`src/rtl/word_byte_splitter.sv`:
```
// rtl/word_byte_splitter.sv - word-to-byte serializer with valid/ready on both sides
// Holds one word in a shift register and emits WORD_W/8 bytes with zero-bubble word handoff.
module word_byte_splitter #(
  parameter int WORD_W    = 16,
  parameter bit MSB_FIRST = 1'b1
) (
  input  logic              clk,
  input  logic              rst,
  input  logic              in_valid,
  output logic              in_ready,
  input  logic [WORD_W-1:0] in_word,
  output logic              out_valid,
  input  logic              out_ready,
  output logic [7:0]        out_byte,
  output logic              out_last
);

  localparam int NB    = WORD_W / 8;
  localparam int IDX_W = $clog2(NB);
  localparam logic [IDX_W-1:0] LAST_IDX = IDX_W'(NB - 1);

  typedef enum logic {IDLE, SEND} state_t;

  state_t            state_q, state_d;
  logic [IDX_W-1:0]  idx_q, idx_d;
  logic [WORD_W-1:0] word_q, word_d;

  logic [7:0]        emit_byte;
  logic [WORD_W-1:0] word_shifted;
  logic              accept;
  logic              xfer;

  // The emit end of the register always holds the current byte, so shifting toward it advances.
  always_comb begin
    emit_byte    = MSB_FIRST ? word_q[WORD_W-1 -: 8] : word_q[7:0];
    word_shifted = MSB_FIRST ? {word_q[WORD_W-9:0], 8'h00} : {8'h00, word_q[WORD_W-1:8]};
  end

  always_comb begin
    out_valid = (state_q == SEND);
    out_byte  = out_valid ? emit_byte : 8'h00;
    out_last  = out_valid && (idx_q == LAST_IDX);
    in_ready  = (state_q == IDLE) || (out_ready && out_last);
    accept    = in_valid && in_ready;
    xfer      = out_valid && out_ready;
  end

  always_comb begin
    state_d = state_q;
    idx_d   = idx_q;
    word_d  = word_q;
    if (xfer && !out_last) begin
      idx_d  = idx_q + IDX_W'(1);
      word_d = word_shifted;
    end else if (xfer && out_last) begin
      idx_d   = '0;
      word_d  = '0;
      state_d = IDLE;
    end
    // A load on the final transfer overrides the wrap to IDLE.
    if (accept) begin
      word_d  = in_word;
      idx_d   = '0;
      state_d = SEND;
    end
  end

  always_ff @(posedge clk) begin
    if (rst) begin
      state_q <= IDLE;
      idx_q   <= '0;
      word_q  <= '0;
    end else begin
      state_q <= state_d;
      idx_q   <= idx_d;
      word_q  <= word_d;
    end
  end

endmodule

```
`config.mk`:
```
export PLATFORM = sky130hd
export DESIGN_NAME = word_byte_splitter
export DESIGN_NICKNAME = d
export VERILOG_FILES = /design/src/rtl/word_byte_splitter.sv
export SDC_FILE = /design/constraint.sdc
export NUM_CORES = 1
export LEC_CHECK = 0
export CORE_MARGIN = 2
export CORE_UTILIZATION = 43
export CTS_CLUSTER_SIZE = 30
export DETAILED_ROUTE_END_ITERATION = 7
export PLACE_DENSITY_LB_ADDON = 0.25
export SETUP_SLACK_MARGIN = 0.15
export SYNTH_ARGS = -nofsm -noshare
export SYNTH_HDL_FRONTEND = slang
export SYNTH_SLANG_ARGS = --single-unit
export TNS_END_PERCENT = 10
```
`constraint.sdc`:
```
create_clock -name clk -period 1.5 [get_ports clk]
set_clock_uncertainty 0.2 [all_clocks]
set_input_delay 0.225 -clock clk [delete_from_list [all_inputs] [get_ports clk]]
set_output_delay 0.225 -clock clk [all_outputs]
set_load 0.05 [all_outputs]
```
==> flow_metrics.env <==
export IMPL_final_layout_size_suffix_gt1_frac=0.407
export IMPL_violations="negative setup slack"
export IMPL_postRouteWirelength_um=2390
export IMPL_port_buffers=30
export IMPL_outcome="finished, violations left"
export IMPL_crit_required_ns=1.07
export IMPL_setup_violations_final=12
export IMPL_die_x_um=48.4
export IMPL_grt_setup_unrepaired="true"
export IMPL_die_area_mm2=0.00234
export IMPL_reg2reg_from="out_valid"
export IMPL_fmax_mhz=644
export IMPL_ys_types=21
export IMPL_place_gp_congestion=0.725
export IMPL_final_setup_tns_ns=-0.487
export IMPL_cts_buffer_depth=2
export IMPL_peakVddDrop_mv=0.590
export IMPL_overflow=0
export IMPL_clk_pin_slew_ns=0.12
export IMPL_fin_ws_ns=-0.0536
export IMPL_postLayoutCoreUtil=0.813
export IMPL_crit_path_end_kind="output pin"
export IMPL_routed_via_density=5.35
export IMPL_synth_fa_ha_area_frac=0
export IMPL_slowest_stage="dfxtp_4"
export IMPL_min_period_ns=1.55
export IMPL_core_area_mm2=0.00190
export IMPL_dr_pass1_iters=4
export IMPL_dp_slack_ns=-0.256
export IMPL_crit_fanout=3
export IMPL_synth_edff_count=0
export IMPL_grt_total_usage=0.218
export IMPL_post_route_drc_count=0
export IMPL_stdcell_area_mm2=0.00155
export IMPL_placementRows=16
export IMPL_p_leak_uw=0.000648
export IMPL_yosysWarningCount=0
export IMPL_grt_max_degree=11
export IMPL_crit_start="out_valid"
export IMPL_synth_xor_area_share=0
export IMPL_synth_top_flop_cell="dfxtp_1"
export IMPL_worstSetupPathType="flip-flop to output pin"
export IMPL_area_growth_pct=82.4
export IMPL_slowest_delay_ns=0.42
export IMPL_crit_cells=3
export IMPL_timing_rr_end="idx_q"
export IMPL_p_per_area_mw_per_mm2=805
export IMPL_ys_seq_area_frac=0.425
export IMPL_hold_start="word_q[7]"
export IMPL_dr_first_iter_drc_count=17
export IMPL_synth_top_family_by_area="simple AND/OR/NAND/NOR gates"
export IMPL_die_height_um=48.4
export IMPL_postSynthCellCount=92
export IMPL_nNetsFinal=156
export IMPL_syn_cell_area_um2=847
export IMPL_synth_compound_area_frac=0.179
export IMPL_cp_top_family="flip-flops"
export IMPL_cts_root_buf="clkbuf_4"
export IMPL_final_antenna_net_count=0
export IMPL_hold_viol=0
export IMPL_ff2ff_path_depth=4
export IMPL_crit_path_end="in_ready"
export IMPL_post_drt_wl_per_cell_um=14.7
export IMPL_drv_cap=0
export IMPL_clock_latency_ns=0.30
export IMPL_num_antenna_cells=0
export IMPL_tritoncts="yes"
export IMPL_ioPinCount=31
export IMPL_antenna_found_initial=0
export IMPL_maxSlewHeadroom=0.776
export IMPL_path_cells="a21boi_4 > inv_2 > buf_12"
export IMPL_placed_area_mm2=0.00136
export IMPL_critPathBufInv=2
export IMPL_initial_utilization=0.445
export IMPL_fin_crit_sh=1.04
export IMPL_synth_simple_area_share=0.316
export IMPL_arrival_ns=1.13
export IMPL_worst_pin_slew_ns=0.336
export IMPL_ys_ff_latch=18
export IMPL_num_vias=867
export IMPL_hpwl_um=1510
export IMPL_r2r_slack_ns=-0.02
export IMPL_htreeDepth=1
export IMPL_grt_pass1_wl_um=3970
export IMPL_clock_sinks=18
export IMPL_synthMuxAreaShare=0.0310
export IMPL_synthArstFlopShare=0
export IMPL_syn_nets=112
export IMPL_hold_class="flip-flop to flip-flop"
export IMPL_grt_pass1_vias=841
export IMPL_startpoint_type="flip-flop"
export IMPL_cts_buffers=3
export IMPL_syn_avg_cell_area_um2=9.21
export IMPL_slew_viol_final=0
## kinds of logic after synthesis
family	after synthesis
simple gates	48
flops	18
compound gates	17
buf+inv	7
mux	2
## worst min path at each step
stage / to / depth (start not counted)
6_report: word_q[7] / 1
5_1_grt: word_q[7] / 1
4_1_cts: word_q[1] / 1
3_5_place_dp: word_q[1] / 1
3_3_place_gp: word_q[1] / 1
2_1_floorplan: word_q[5] / 1
## state kept, by name (all words and copies together), names as in the netlist
register   flops
word_q        16
idx_q          1
out_valid      1
## where the power goes
part	total, uW	leakage [uW]	internal, uW	switching [uW]
registers	540	0.000150	513	27.3
logic	394	0.000477	222	172
clock network	311	0.0000210	148	163
## per-layer routing
metal	track usage	share of wire	vias up
li1	-	-	419
met1	0.271	0.41	408
met2	0.387	0.51	34
met3	0.0247	0.052	6
met4	0.0857	0.025	0
met5	0	0	-
## through the flow
step	total power [uW]	hold slack, ns	instances
6_report	1240	0.287	162
5_1_grt	1280	0.304	162
4_1_cts	1230	0.282	162
3_5_place_dp	873	0.255	152
3_3_place_gp	866	0.259	152
2_1_floorplan	707	0.158	92
## repair_timing
action,in CTS,in global routing
endpoints found under the setup margin,27,28
hold endpoints to repair,0,0
resized for setup,25,2
hold buffers,0,0
pin swaps,21,10
setup buffers,5,0
cloned,1,0
## cell type report
class	instances	area (um^2)
timing repair buffer	45	582
tap	27	33.8
multi-input combinational	67	522
fill	124	357
inverter	1	3.75
sequential	18	368
clock buffer	4	36.3
## cell usage after synthesis (2+ instances only)
cell	count	area share
dfxtp_1	18	0.43
buf_2	2	0.012
a22o_1	8	0.083
nor4_1	8	0.059
and2b_1	7	0.062
nor2_1	19	0.084
a311oi_1	8	0.083
and2_1	9	0.066
## cells in the final DEF (no fill, tap or decap), types with 2 or more instances in the layout
cell type / n
nor2_2: 5
clkbuf_4: 3
and2_4: 9
dfxtp_1: 16
and2b_1: 7
a22o_1: 8
buf_4: 8
nor4_1: 8
clkdlybuf4s50_1: 18
mux2_4: 2
buf_6: 4
nor2_1: 14
buf_12: 13
a311oi_1: 7
dfxtp_4: 2
No activity file was read; power rests on OpenSTA's default activity.
